===== src/rtl/accum_result_packer.sv =====
// accum_result_packer
//   Requantizes signed accumulator sums to int8 activations (ReLU, rounding
//   arithmetic right shift, saturation), packs PACK activations per word and
//   buffers the words in a small FIFO drained through a valid/ready port.
//
// Ports:
//   clk        rising-edge clock
//   rst        synchronous active-high reset
//   in_valid   accumulator value present
//   in_ready   value can be accepted this cycle (registered state only)
//   in_data    signed accumulated sum
//   in_last    last value of the feature map; flushes a partial word
//   out_valid  FIFO head word valid
//   out_ready  downstream accepts head word
//   out_data   packed word, lane 0 in the LSBs
//   out_keep   per-lane valid mask of the head word
//   out_last   head word closes the feature map
//   sat_flag   sticky: some value saturated since reset
module accum_result_packer #(
    parameter int unsigned IN_WIDTH   = 32,
    parameter int unsigned SHIFT      = 8,
    parameter int unsigned OUT_WIDTH  = 8,
    parameter int unsigned PACK       = 4,
    parameter int unsigned FIFO_DEPTH = 4
) (
    input  logic                      clk,
    input  logic                      rst,
    input  logic                      in_valid,
    output logic                      in_ready,
    input  logic [IN_WIDTH-1:0]       in_data,
    input  logic                      in_last,
    output logic                      out_valid,
    input  logic                      out_ready,
    output logic [PACK*OUT_WIDTH-1:0] out_data,
    output logic [PACK-1:0]           out_keep,
    output logic                      out_last,
    output logic                      sat_flag
);

    localparam int unsigned LaneW = (PACK > 1) ? $clog2(PACK) : 1;
    localparam int unsigned PtrW  = (FIFO_DEPTH > 1) ? $clog2(FIFO_DEPTH) : 1;
    localparam int unsigned CntW  = PtrW + 1;
    localparam int unsigned WordW = PACK * OUT_WIDTH;
    localparam int unsigned ExtW  = IN_WIDTH + 1;

    // Requantization, one bit wider than the input so the rounding add never wraps.
    logic signed [ExtW-1:0] ext;
    logic signed [ExtW-1:0] round_c;
    logic signed [ExtW-1:0] max_c;
    logic signed [ExtW-1:0] biased;
    logic signed [ExtW-1:0] shifted;
    logic [OUT_WIDTH-1:0]   q_val;
    logic                   q_sat;

    always_comb begin
        round_c            = '0;
        round_c[SHIFT-1]   = 1'b1;
        max_c              = '0;
        max_c[OUT_WIDTH-2:0] = '1;
        ext     = {in_data[IN_WIDTH-1], in_data};
        biased  = ext + round_c;
        shifted = biased >>> SHIFT;
        q_val   = '0;
        q_sat   = 1'b0;
        if (ext[ExtW-1] || (ext == '0)) begin
            q_val = '0;
        end else if (shifted > max_c) begin
            q_val = max_c[OUT_WIDTH-1:0];
            q_sat = 1'b1;
        end else begin
            q_val = shifted[OUT_WIDTH-1:0];
        end
    end

    // Packing state
    logic [LaneW-1:0] lane_q;
    logic [WordW-1:0] pack_q;
    logic [PACK-1:0]  keep_q;
    logic             sat_q;
    logic [WordW-1:0] pack_merged;
    logic [PACK-1:0]  keep_merged;

    // FIFO state
    logic [WordW-1:0] mem_data [FIFO_DEPTH];
    logic [PACK-1:0]  mem_keep [FIFO_DEPTH];
    logic             mem_last [FIFO_DEPTH];
    logic [PtrW-1:0]  wr_ptr_q;
    logic [PtrW-1:0]  rd_ptr_q;
    logic [CntW-1:0]  count_q;
    logic [CntW-1:0]  count_d;

    logic fifo_full;
    logic accept;
    logic word_done;
    logic push;
    logic pop;

    assign fifo_full = (count_q == CntW'(FIFO_DEPTH));
    // rst gates ready so nothing is taken while state is being cleared.
    assign in_ready  = !rst && !fifo_full;
    assign accept    = in_valid && in_ready;
    assign word_done = (lane_q == LaneW'(PACK - 1)) || in_last;
    assign push      = accept && word_done;
    assign out_valid = (count_q != '0);
    assign pop       = out_valid && out_ready;

    always_comb begin
        pack_merged = pack_q;
        pack_merged[lane_q*OUT_WIDTH +: OUT_WIDTH] = q_val;
        keep_merged = keep_q | (PACK'(1) << lane_q);
    end

    always_comb begin
        count_d = count_q;
        if (push && !pop) begin
            count_d = count_q + CntW'(1);
        end else if (!push && pop) begin
            count_d = count_q - CntW'(1);
        end
    end

    always_ff @(posedge clk) begin
        if (rst) begin
            lane_q   <= '0;
            pack_q   <= '0;
            keep_q   <= '0;
            sat_q    <= 1'b0;
            wr_ptr_q <= '0;
            rd_ptr_q <= '0;
            count_q  <= '0;
        end else begin
            if (accept) begin
                if (word_done) begin
                    lane_q <= '0;
                    pack_q <= '0;
                    keep_q <= '0;
                end else begin
                    lane_q <= lane_q + LaneW'(1);
                    pack_q <= pack_merged;
                    keep_q <= keep_merged;
                end
                if (q_sat) begin
                    sat_q <= 1'b1;
                end
            end
            if (push) begin
                wr_ptr_q <= wr_ptr_q + PtrW'(1);
            end
            if (pop) begin
                rd_ptr_q <= rd_ptr_q + PtrW'(1);
            end
            count_q <= count_d;
        end
    end

    // Storage is not reset; the occupancy count alone decides what is valid.
    always_ff @(posedge clk) begin
        if (push) begin
            mem_data[wr_ptr_q] <= pack_merged;
            mem_keep[wr_ptr_q] <= keep_merged;
            mem_last[wr_ptr_q] <= in_last;
        end
    end

    assign out_data = out_valid ? mem_data[rd_ptr_q] : '0;
    assign out_keep = out_valid ? mem_keep[rd_ptr_q] : '0;
    assign out_last = out_valid ? mem_last[rd_ptr_q] : 1'b0;
    assign sat_flag = sat_q;

endmodule


===== config.mk =====
export PLATFORM = sky130hd
export DESIGN_NAME = accum_result_packer
export DESIGN_NICKNAME = d
export VERILOG_FILES = /design/src/rtl/accum_result_packer.sv
export SDC_FILE = /design/constraint.sdc
export NUM_CORES = 1
export LEC_CHECK = 0
export CORE_AREA = 2 2 121 147
export DETAILED_ROUTE_END_ITERATION = 7
export DIE_AREA = 0 0 123 149
export GPL_TIMING_DRIVEN = 0
export PLACE_DENSITY = 0.75
export SYNTH_ARGS = -nofsm -noshare
export SYNTH_HDL_FRONTEND = slang
export SYNTH_SLANG_ARGS = --single-unit
export TNS_END_PERCENT = 20

===== constraint.sdc =====
create_clock -name clk -period 3.35 [get_ports clk]
set_clock_uncertainty 0.2 [all_clocks]
set_input_delay 0.335 -clock clk [delete_from_list [all_inputs] [get_ports clk]]
set_output_delay 0.335 -clock clk [all_outputs]
set_load 0.005 [all_outputs]

**After elaboration in Yosys (flattened, before gate mapping)**

Memory sizes are Yosys's and may differ from the RTL's. A register that Yosys moved wholly into a read port is not among the register bits.
Cells that the tools add are included.

- $add $sub $neg: 7
- $lt $le $gt $ge: 1
- Equality and inequality tests: 2
- Shift operators: 3
- Muxes and demuxes: 21
- Bitwise logic cells: 1
- Reduce and logical (&&, ||, !) cells: 16

Operators by type and width:

| operator | count |
|---|---|
| $mux 32 | 2 |
| $neg 5->34 | 1 |
| $shift 8x34->32 const A | 1 |
| $shiftx 8x34->32 | 1 |
| $add 32x9->33 const B | 1 |
| $logic_not 33->1 | 1 |
| $bwmux 32 | 1 |
| $gt 25x8->1 const B | 1 |
| $mux 8 | 2 |
| $mux 2 | 7 |
| $mux 4 | 2 |
| $add 2x1->2 const B | 3 |
| $logic_and 1x1->1 | 6 |
| $mux 3 | 2 |
| $mux 1 | 5 |
| $logic_not 1->1 | 4 |
| $or 4x4->4 | 1 |
| $shl 1x2->4 const A | 1 |
| $add 3x1->3 const B | 1 |
| $eq 3x3->1 const B | 1 |
| $reduce_bool 3->1 | 1 |
| $sub 3x1->3 const B | 1 |
| $eq 2x2->1 const B | 1 |
| $logic_or 1x1->1 | 2 |
| 2 further kinds | 2 |

- Register bits after elaboration: 46
- Memory bits (writable): 148
- Input port bits: 37
- Logic and storage cells: 61
- Memories: 3

Memories:

| memory | depth | bits a word | rd ports | clocked after memory_dff | wr ports | RTL line | text |
|---|---|---|---|---|---|---|---|
| mem_data | 4 | 32 | 1 | 1 | 1 | 84 | `logic [WordW-1:0] mem_data [FIFO_DEPTH];` |
| mem_keep | 4 | 4 | 1 | 1 | 1 | 85 | `logic [PACK-1:0] mem_keep [FIFO_DEPTH];` |
| mem_last | 4 | 1 | 1 | 1 | 1 | 86 | `logic mem_last [FIFO_DEPTH];` |

**Depth between registers and ports, before layout**

Gate-level depths: netlist of the first run.

- Depth in word-level cells: 9
- Mapped depth: 11
- Mapped depth without buffers: 9

**Worst setup path before layout of the first run**

OpenSTA, ideal clock, no wires.

- Path kind: register -> register
- Start point: register count_q[0]
- End point: memory mem_data[1][0] in the netlist's numbering (enable)
- Setup time: 398 ps
- Data arrival time: 2605 ps
- Required time: 2752 ps
- Setup slack: 147 ps
- Stages on the path, launching flop included: 7
- Buffers on the path: 2
- Period minus slack after synthesis: 3203 ps
- Cells stage by stage: dfxtp_1 > nor2_1 > a211oi_1 > clkbuf_1 > nor2b_1 > clkbuf_1 > and2_1

- Word-level cells in the longest chain between the ends: 7

Ends and longest elaborated chain:

| item | RTL line | text |
|---|---|---|
| from (decl) | 89 | `logic [CntW-1:0] count_q;` |
| from (signal assigned) | 152 | `count_q <= count_d;` |
| $eq 3x3->1 | 98 | `assign fifo_full = (count_q == CntW'(FIFO_DEPTH));` |
| $logic_not 1->1 | 100 | `assign in_ready = !rst && !fifo_full;` |
| $logic_and 1x1->1 | 100 |  |
| $logic_and 1x1->1 | 101 | `assign accept = in_valid && in_ready;` |
| $logic_and 1x1->1 | 103 | `assign push = accept && word_done;` |
| named net push | 95 | `logic push;` |
| $mux 1 | 158 | `if (push) begin` |
| $mux 1 (implied by the code) | 159 | `mem_data[wr_ptr_q] <= pack_merged;` |
| to (decl) | 84 |  |

The timed path passes the listed nets, and every way through them passes these cells.

**Worst setup path in the final report of the first run**

- Start point: input in_data[25]
- End point: memory mem_data[3][30] in the netlist's numbering (data pin)

- Word-level cells in the longest chain between the ends: 6
- Elaborated cells on any way between the ends: 8
- Classes of those cells: add/sub (1); order compare (1); shift (1); mux (3); reduce/logical (2)

Ends and longest elaborated chain:

| item | RTL line | text |
|---|---|---|
| from (decl) | 30 | `input logic [IN_WIDTH-1:0] in_data,` |
| $add 32x9->33 | 61 | `biased = ext + round_c;` |
| $gt 25x8->1 | 67 | `end else if (shifted > max_c) begin` |
| $mux 8 | 67 |  |
| $mux 8 (*) | 65 | `if (ext[ExtW-1] \|\| (ext == '0)) begin` |
| $shiftx 8x34->32 (*) | 109 | `pack_merged[lane_q*OUT_WIDTH +: OUT_WIDTH] = q_val;` |
| $bwmux 32 (*) | 109 |  |
| named net pack_merged[30] | 80 | `logic [WordW-1:0] pack_merged;` |

Mark *: on every way through the listed nets, which the timed path passes. The rest lies on a longest branch.

==> run_summary.xml, run 1 <==
<?xml version="1.0" encoding="UTF-8"?>
<metrics>
  <group name="finish">
    <metric name="fillers" unit="">1291</metric>
    <metric name="final_util" unit="">0.617</metric>
    <metric name="number_of_antenna_cells_inserted" unit="">0</metric>
    <metric name="area_delta_synth_final" unit="%">21.8</metric>
    <metric name="nets" unit="">782</metric>
    <metric name="fin_cells" unit="">962</metric>
    <metric name="final-seq-area" unit="µm²">5410</metric>
    <metric name="multi_input_combinational_cell_area" unit="µm²">3100</metric>
    <metric name="final_layout_size_suffix_gt1_frac" unit="">0.173</metric>
  </group>
  <group name="worst_setup_path">
    <metric name="worst-endpoint-arrival" unit="ps">3150</metric>
    <metric name="timing.setup.critical_path_class" unit="">primary input to flop</metric>
    <metric name="critical_path.n_buffers_inverters" unit="">4</metric>
    <metric name="reg2reg_setup_slack" unit="ps">170</metric>
    <metric name="crit_path_cell_trace" unit="">clkdlybuf4s50_1 &gt; inv_1 &gt; or4_4 &gt; or4b_4 &gt; a21oi_2 &gt; nand4_4 &gt; buf_4 &gt; nor3_4 &gt; buf_12 &gt; o22ai_1</metric>
    <metric name="worst_r2r_dst" unit="">count_q[2]</metric>
    <metric name="cpPeakStageDelay" unit="ps">550</metric>
    <metric name="worstReg2RegStart" unit="">count_q[0]</metric>
    <metric name="cp_top_family" unit="">simple AND/OR/NAND/NOR gates</metric>
    <metric name="critical_path.endpoint_type" unit="">flop</metric>
    <metric name="critical_path_peak_fanout" unit="">8</metric>
    <metric name="start_kind" unit="">primary input</metric>
    <metric name="worst_ep_required" unit="ps">3270</metric>
    <metric name="worstRegToRegCells" unit="">11</metric>
    <metric name="cp_slowest_cell" unit="">sky130_fd_sc_hd__or4b_4</metric>
  </group>
  <group name="synth">
    <metric name="yosysMostFrequentCell" unit="">sky130_fd_sc_hd__edfxtp_1</metric>
    <metric name="synth_area_leader_cell" unit="">sky130_fd_sc_hd__edfxtp_1</metric>
    <metric name="post_synth_inst_count" unit="">624</metric>
    <metric name="top_ff_cell_synth" unit="">sky130_fd_sc_hd__edfxtp_1</metric>
    <metric name="flop_and_latch_count_out_of_synthesis" unit="">196</metric>
    <metric name="synthDominantCellAreaShare" unit="">0.513</metric>
    <metric name="postSynthAreaPerCell" unit="µm²">13.9</metric>
    <metric name="synth-edff-count" unit="">148</metric>
    <metric name="ys_seq_area_frac" unit="">0.624</metric>
    <metric name="asyncSetResetFlopFracSynth" unit="">0</metric>
    <metric name="mappedNetlistArea" unit="µm²">8670</metric>
    <metric name="ys_top_cells_by_count" unit="">148 x sky130_fd_sc_hd__edfxtp_1, 48 x sky130_fd_sc_hd__dfxtp_1, 47 x sky130_fd_sc_hd__and2_1, 38 x sky130_fd_sc_hd__nand2_1, 37 x sky130_fd_sc_hd__mux4_2</metric>
    <metric name="post_synth_main_area_contributors" unit="">sky130_fd_sc_hd__edfxtp_1 51%, sky130_fd_sc_hd__dfxtp_1 11%, sky130_fd_sc_hd__mux4_2 9.6%</metric>
    <metric name="synth-warning-count" unit="">0</metric>
    <metric name="synth.distinct_cells" unit="">58</metric>
    <metric name="synth_fp_nets" unit="">677</metric>
  </group>
  <group name="detailed_routing">
    <metric name="antenna_left" unit="">0</metric>
    <metric name="drc" unit="">0</metric>
    <metric name="detailroute.via_count" unit="">5626</metric>
    <metric name="tritonroute_pass_1_iters" unit="">5</metric>
    <metric name="first_iter_violations" unit="">439</metric>
    <metric name="routed_wl" unit="mm">19.2</metric>
    <metric name="wire_per_inst" unit="µm">19.9</metric>
    <metric name="avgViaCountPerCell" unit="">5.85</metric>
  </group>
  <group name="clock_tree">
    <metric name="clockBufferDepth" unit="">2</metric>
    <metric name="h_tree_level_count" unit="">4</metric>
    <metric name="cts_made_buffers" unit="">17</metric>
    <metric name="clk_pin_slew" unit="ps">70</metric>
    <metric name="clock_sinks" unit="">196</metric>
    <metric name="clk_root_buffer_cell" unit="">sky130_fd_sc_hd__clkbuf_16</metric>
    <metric name="tritoncts" unit="">built</metric>
    <metric name="worst_skew_late_latency" unit="ps">430</metric>
  </group>
  <group name="hold_path">
    <metric name="worst_hold_path_type" unit="">flop to flop</metric>
    <metric name="hold-path-endpoint" unit="">pack_q[0]</metric>
    <metric name="min_path_cells" unit="">2</metric>
    <metric name="hold_start" unit="">pack_q[0]</metric>
  </group>
  <group name="placement">
    <metric name="gp_congestion" unit="">0.857</metric>
    <metric name="numPlacedInstances" unit="">922</metric>
    <metric name="dp_hpwl" unit="mm">13.2</metric>
    <metric name="dp_worst_setup_slack" unit="ps">-783</metric>
    <metric name="portBuffers" unit="">74</metric>
  </group>
  <group name="timing">
    <metric name="max_slew_margin" unit="">0.422</metric>
    <metric name="max_clock_freq" unit="GHz">0.310</metric>
    <metric name="worst_slack" unit="ps">122</metric>
    <metric name="layout_min_cycle_time" unit="ps">3230</metric>
    <metric name="setup_viol" unit="">0</metric>
    <metric name="post-route-period-util" unit="">0.963</metric>
    <metric name="finalHoldViolations" unit="">0</metric>
    <metric name="timing.setup.tns" unit="ps">0</metric>
    <metric name="pin_slew_with_the_least_headroom_to_its_limit" unit="ps">856</metric>
    <metric name="slew_viol_final" unit="">0</metric>
  </group>
  <group name="global_routing">
    <metric name="grt_overflow_total" unit="">0</metric>
    <metric name="antenna_found_initial" unit="">0</metric>
    <metric name="grt_use_total" unit="">0.225</metric>
    <metric name="grt_start_max_net_pins" unit="">25</metric>
    <metric name="grt_pass1_vias" unit="">5926</metric>
    <metric name="grt_first_pass_wirelength" unit="mm">30.6</metric>
  </group>
  <group name="floorplan">
    <metric name="rows" unit="">53</metric>
    <metric name="die-area" unit="µm²">18300</metric>
    <metric name="fp.dieW" unit="µm">123</metric>
    <metric name="die_y" unit="µm">149</metric>
    <metric name="initial_core_util" unit="">0.507</metric>
    <metric name="pin_count" unit="">77</metric>
    <metric name="placeableCoreArea" unit="µm²">17100</metric>
  </group>
  <group name="power">
    <metric name="flop_pwr_share" unit="">0.455</metric>
    <metric name="combinational_group_share_of_total_power" unit="">0.212</metric>
    <metric name="p_per_area" unit="nW/µm²">575</metric>
    <metric name="switching_share_of_power" unit="">0.263</metric>
    <metric name="static-leakage-power" unit="µW">0.00353</metric>
    <metric name="power.share.clock" unit="">0.333</metric>
    <metric name="pint" unit="µW">4470</metric>
    <metric name="power_switching" unit="µW">1600</metric>
    <metric name="total_power" unit="µW">6070</metric>
    <metric name="max-vdd-ir-drop" unit="µV">274</metric>
  </group>
  <group name="flow_run">
    <metric name="cap_viol_max_count" unit="">0</metric>
  </group>
  <group name="status">
    <metric name="outcome" unit="">completed</metric>
  </group>
</metrics>
[power by group through the flow]
stage	sequential, µW	combinational (µW)	clock (µW)
3_3_place_gp	2790	1280	0
3_5_place_dp	2800	1320	0
2_1_floorplan	2780	696	0
5_1_grt	2770	1420	2120
4_1_cts	2760	1320	2030
6_report	2760	1290	2020
[worst reg2reg max path, cell delays in order (launching register included)]
cell and delay, ps:
sky130_fd_sc_hd__dfxtp_1 420, sky130_fd_sc_hd__nor2_1 110, sky130_fd_sc_hd__a211oi_2 320, sky130_fd_sc_hd__clkbuf_4 280, sky130_fd_sc_hd__nor2b_2 240, sky130_fd_sc_hd__clkbuf_2 250, sky130_fd_sc_hd__ha_1 230, sky130_fd_sc_hd__inv_1 70
sky130_fd_sc_hd__fa_1 370, sky130_fd_sc_hd__xor2_1 170, sky130_fd_sc_hd__or3_1 320, sky130_fd_sc_hd__a21oi_1 140
[per-layer routing]
metal,part of all wire,up-vias,wire length [µm],GRT usage
li1,-,2574,-,-
met1,0.38,2822,7310,0.261
met2,0.54,187,10400,0.400
met3,0.040,43,771,0.0405
met4,0.035,0,678,0.109
met5,0,-,0,0
[area by class of cell]
cell class / count / share of cell area
inverters: 33 / 0.0117
repair buffers: 89 / 0.0884
flip-flops and latches: 196 / 0.512
plain buffers: 27 / 0.0113
multi-input cells: 365 / 0.294
clock buffers: 18 / 0.0407
well taps: 220 / 0.0261
clock inverters: 14 / 0.0156
[cell families after synthesis]
kind of cell	share of synthesized area
flops	0.624
xor+xnor	0.0162
buf+inv	0.0279
simple gates	0.143
fa+ha+maj	0.0240
compound gates	0.0666
mux	0.0985
[cells in the final DEF (no fill, tap or decap), types with 7 or more instances in the layout]
| cell type | n |
|---|---|
| sky130_fd_sc_hd__edfxtp_1 | 148 |
| sky130_fd_sc_hd__clkdlybuf4s50_1 | 66 |
| sky130_fd_sc_hd__dfxtp_1 | 47 |
| sky130_fd_sc_hd__and2_1 | 43 |
| sky130_fd_sc_hd__nand2_1 | 38 |
| sky130_fd_sc_hd__mux4_2 | 37 |
| sky130_fd_sc_hd__inv_1 | 33 |
| sky130_fd_sc_hd__o21ai_0 | 33 |
| sky130_fd_sc_hd__o22ai_1 | 21 |
| sky130_fd_sc_hd__nor2_1 | 20 |
| sky130_fd_sc_hd__clkbuf_1 | 17 |
| sky130_fd_sc_hd__clkbuf_16 | 17 |
| sky130_fd_sc_hd__ha_1 | 15 |
| sky130_fd_sc_hd__nor2b_1 | 14 |
| sky130_fd_sc_hd__a21oi_1 | 11 |
| sky130_fd_sc_hd__nand3_1 | 11 |
| sky130_fd_sc_hd__buf_4 | 10 |
| sky130_fd_sc_hd__nor4_1 | 9 |
| sky130_fd_sc_hd__xor2_1 | 9 |
| sky130_fd_sc_hd__xnor2_1 | 7 |
| sky130_fd_sc_hd__nand4_1 | 7 |
| sky130_fd_sc_hd__nor3_1 | 7 |
[state kept, by name, summed over array words and instances (netlist names), named ones only]
name	flops
mem_data	128
pack_q	32
mem_keep	16
keep_q	4
mem_last	4
count_q	3
lane_q	2
rd_ptr_q	2
wr_ptr_q	2
sat_flag	1
[worst max-delay path by stage]
stage,endpoint,from,cells past startpoint,slack [ps]
5_1_grt,count_q[2],count_q[0],11,-10
3_5_place_dp,mem_data[0][3],in_data[20],8,-780
6_report,mem_data[3][30],in_data[25],10,120
2_1_floorplan,mem_data[1][0],count_q[0],6,150
3_3_place_gp,mem_data[0][21],in_valid,7,-1240
4_1_cts,out_data[20],count_q[0],5,10
[stage by stage]
stage / hold slack, ps / instance area, µm²
after floorplan: 217 / 8670
after global placement: 233 / 9680
after detailed placement: 240 / 9770
after CTS: 257 / 10500
after global routing: 281 / 10600
final: 263 / 10600
[repair_timing]
item	CTS	global route
pin swaps	5	2
setup buffers	11	0
endpoints found under the setup margin	252	141
gates resized for setup	23	22
hold buffers	0	0
Note: power is estimated with default switching activity, not from simulation.
==> run 2: changes to the inputs <==
--- a/config.mk
+++ b/config.mk
@@ -5,11 +5,13 @@
 export SDC_FILE = /design/constraint.sdc
 export NUM_CORES = 1
 export LEC_CHECK = 0
-export CORE_AREA = 2 2 121 147
+export ABC_CLOCK_PERIOD_IN_PS = 3100
+export CAP_MARGIN = 15
+export CORE_AREA = 2 2 115 139
 export DETAILED_ROUTE_END_ITERATION = 7
-export DIE_AREA = 0 0 123 149
+export DIE_AREA = 0 0 117 141
 export GPL_TIMING_DRIVEN = 0
-export PLACE_DENSITY = 0.75
+export PLACE_DENSITY = 0.79
 export SYNTH_ARGS = -nofsm -noshare
 export SYNTH_HDL_FRONTEND = slang
 export SYNTH_SLANG_ARGS = --single-unit
==> constraint.sdc (replaced) <==
create_clock -name clk -period 3.1 [get_ports clk]
set_clock_uncertainty 0.2 [all_clocks]
set_input_delay 0.31 -clock clk [delete_from_list [all_inputs] [get_ports clk]]
set_output_delay 0.31 -clock clk [all_outputs]
set_load 0.005 [all_outputs]
==> run_summary.xml, run 2 (synthesized netlist as in run 1, its figures left out) <==
<?xml version="1.0" encoding="UTF-8"?>
<metrics>
  <group name="finish">
    <metric name="largest-register" unit="">mem_data</metric>
    <metric name="fin_cells" unit="">956</metric>
    <metric name="final_layout_size_suffix_gt1_frac" unit="">0.202</metric>
    <metric name="finish.instance_area" unit="µm²">10700</metric>
    <metric name="layout_commonest_cell" unit="">sky130_fd_sc_hd__edfxtp_1</metric>
    <metric name="area_delta_synth_final" unit="%">23.3</metric>
    <metric name="nets" unit="">788</metric>
    <metric name="layout_common_cells" unit="">148 x sky130_fd_sc_hd__edfxtp_1, 58 x sky130_fd_sc_hd__clkdlybuf4s50_1, 45 x sky130_fd_sc_hd__dfxtp_1, 43 x sky130_fd_sc_hd__and2_1, 38 x sky130_fd_sc_hd__nand2_1</metric>
    <metric name="largest_reg_flops" unit="">128</metric>
    <metric name="number_of_antenna_cells_inserted" unit="">0</metric>
    <metric name="largest_registers" unit="">mem_data: 128 flops, pack_q: 32 flops, mem_keep: 16 flops</metric>
  </group>
  <group name="floorplan">
    <metric name="placeableCoreArea" unit="µm²">15300</metric>
    <metric name="pin_count" unit="">77</metric>
    <metric name="die-area" unit="µm²">16500</metric>
    <metric name="die_y" unit="µm">141</metric>
    <metric name="fp.dieW" unit="µm">117</metric>
    <metric name="rows" unit="">50</metric>
    <metric name="initial_core_util" unit="">0.565</metric>
  </group>
  <group name="timing">
    <metric name="layout_min_cycle_time" unit="ps">3030</metric>
    <metric name="setup_viol" unit="">0</metric>
    <metric name="finalHoldViolations" unit="">0</metric>
    <metric name="max_clock_freq" unit="GHz">0.330</metric>
    <metric name="max_slew_margin" unit="">0.288</metric>
    <metric name="slew_viol_final" unit="">0</metric>
    <metric name="whs" unit="ps">256</metric>
    <metric name="post-route-period-util" unit="">0.977</metric>
    <metric name="rsz0062_at_grt" unit="">false</metric>
    <metric name="pin_slew_with_the_least_headroom_to_its_limit" unit="ps">1070</metric>
  </group>
  <group name="clock_tree">
    <metric name="tritoncts" unit="">built</metric>
    <metric name="clockBufferDepth" unit="">2</metric>
    <metric name="clk_pin_slew" unit="ps">70</metric>
    <metric name="worst_skew_late_latency" unit="ps">430</metric>
    <metric name="clock_sinks" unit="">196</metric>
    <metric name="h_tree_level_count" unit="">4</metric>
    <metric name="cts_made_buffers" unit="">17</metric>
    <metric name="clk_root_buffer_cell" unit="">sky130_fd_sc_hd__clkbuf_16</metric>
  </group>
  <group name="power">
    <metric name="max-vdd-ir-drop" unit="µV">401</metric>
    <metric name="static-leakage-power" unit="µW">0.00364</metric>
    <metric name="p_per_area" unit="nW/µm²">629</metric>
  </group>
  <group name="worst_setup_path">
    <metric name="critical_path.endpoint_type" unit="">flop</metric>
    <metric name="start_kind" unit="">primary input</metric>
    <metric name="critical_path_peak_fanout" unit="">5</metric>
    <metric name="timing.setup.critical_path_class" unit="">primary input to flop</metric>
    <metric name="worst_ep_required" unit="ps">3190</metric>
    <metric name="worst-endpoint-arrival" unit="ps">3110</metric>
    <metric name="worstRegToRegCells" unit="">11</metric>
  </group>
  <group name="detailed_routing">
    <metric name="wire_per_inst" unit="µm">20.5</metric>
    <metric name="tritonroute_pass_1_iters" unit="">5</metric>
    <metric name="drc" unit="">0</metric>
    <metric name="avgViaCountPerCell" unit="">5.94</metric>
    <metric name="detailroute.via_count" unit="">5679</metric>
    <metric name="antenna_left" unit="">0</metric>
    <metric name="first_iter_violations" unit="">530</metric>
    <metric name="routed_wl" unit="mm">19.6</metric>
  </group>
  <group name="global_routing">
    <metric name="grt_start_max_net_pins" unit="">38</metric>
    <metric name="grt_use_total" unit="">0.247</metric>
    <metric name="grt_pass1_vias" unit="">5902</metric>
    <metric name="grt_overflow_total" unit="">0</metric>
    <metric name="grt_first_pass_wirelength" unit="mm">30.4</metric>
    <metric name="antenna_found_initial" unit="">0</metric>
  </group>
  <group name="placement">
    <metric name="dp_hpwl" unit="mm">12.8</metric>
    <metric name="gp_congestion" unit="">0.873</metric>
    <metric name="portBuffers" unit="">74</metric>
    <metric name="numPlacedInstances" unit="">909</metric>
    <metric name="placedInstanceArea" unit="µm²">9730</metric>
  </group>
  <group name="hold_path">
    <metric name="worst_hold_path_type" unit="">flop to flop</metric>
    <metric name="min_path_cells" unit="">2</metric>
  </group>
  <group name="flow_run">
    <metric name="cap_viol_max_count" unit="">0</metric>
  </group>
  <group name="status">
    <metric name="outcome" unit="">completed</metric>
  </group>
</metrics>
run 2: through the flow:
stage | utilization | setup TNS (ps) | power, µW | worst slack (ps)
after floorplan | - | -11430 | 3760 | -103
final | 0.697 | 0 | 6730 | 72.1
after global placement | 0.631 | -334490 | 4400 | -1470
after CTS | 0.692 | -816 | 6750 | -66.3
after global routing | 0.697 | 0 | 6970 | 4.18
after detailed placement | 0.635 | -224360 | 4440 | -1120
run 2: final timing paths:
kind               startpoint    endpoint  slack (ps)
setup / recovery  in_data[18]  pack_q[29]          70
hold reg to reg    pack_q[20]  pack_q[20]         260
hold / removal     pack_q[20]  pack_q[20]         260
setup reg to reg   count_q[1]  count_q[2]         180
run 2: power breakdown:
part	switching, µW	internal [µW]
combinational	638	777
sequential	75.9	2920
clock	1010	1300
run 2: repair_timing:
item	4_1_cts	5_1_grt
buffers inserted	13	5
pin swaps	9	8
setup endpoints to repair	322	158
hold buffers	0	0
gates resized for setup	60	31
run 2: routing by layer:
metal,share of wire,global-route usage
met5,0,0
met3,0.055,0.0477
met4,0.035,0.105
met2,0.52,0.418
met1,0.39,0.308
run 2: area by class of cell:
| class | count | area [µm²] |
|---|---|---|
| sequential | 196 | 5410 |
| fill | 1005 | 4640 |
| multi-input combinational | 365 | 3170 |
| timing repair buffer | 95 | 960 |
| clock buffer | 17 | 425 |
| tap | 208 | 260 |
| clock inverter | 15 | 205 |
| buffer | 27 | 136 |
| inverter | 33 | 124 |
run 2: worst max-delay path, stage by stage:
cell                              delay (ps)
sky130_fd_sc_hd__clkdlybuf4s15_1         260
sky130_fd_sc_hd__nand3_2                 150
sky130_fd_sc_hd__or4_4                   570
sky130_fd_sc_hd__or4b_4                  540
sky130_fd_sc_hd__a21oi_2                 220
sky130_fd_sc_hd__nand4_4                 180
sky130_fd_sc_hd__buf_4                   200
sky130_fd_sc_hd__buf_4                   130
sky130_fd_sc_hd__nor4b_4                 400
sky130_fd_sc_hd__o31ai_1                 140
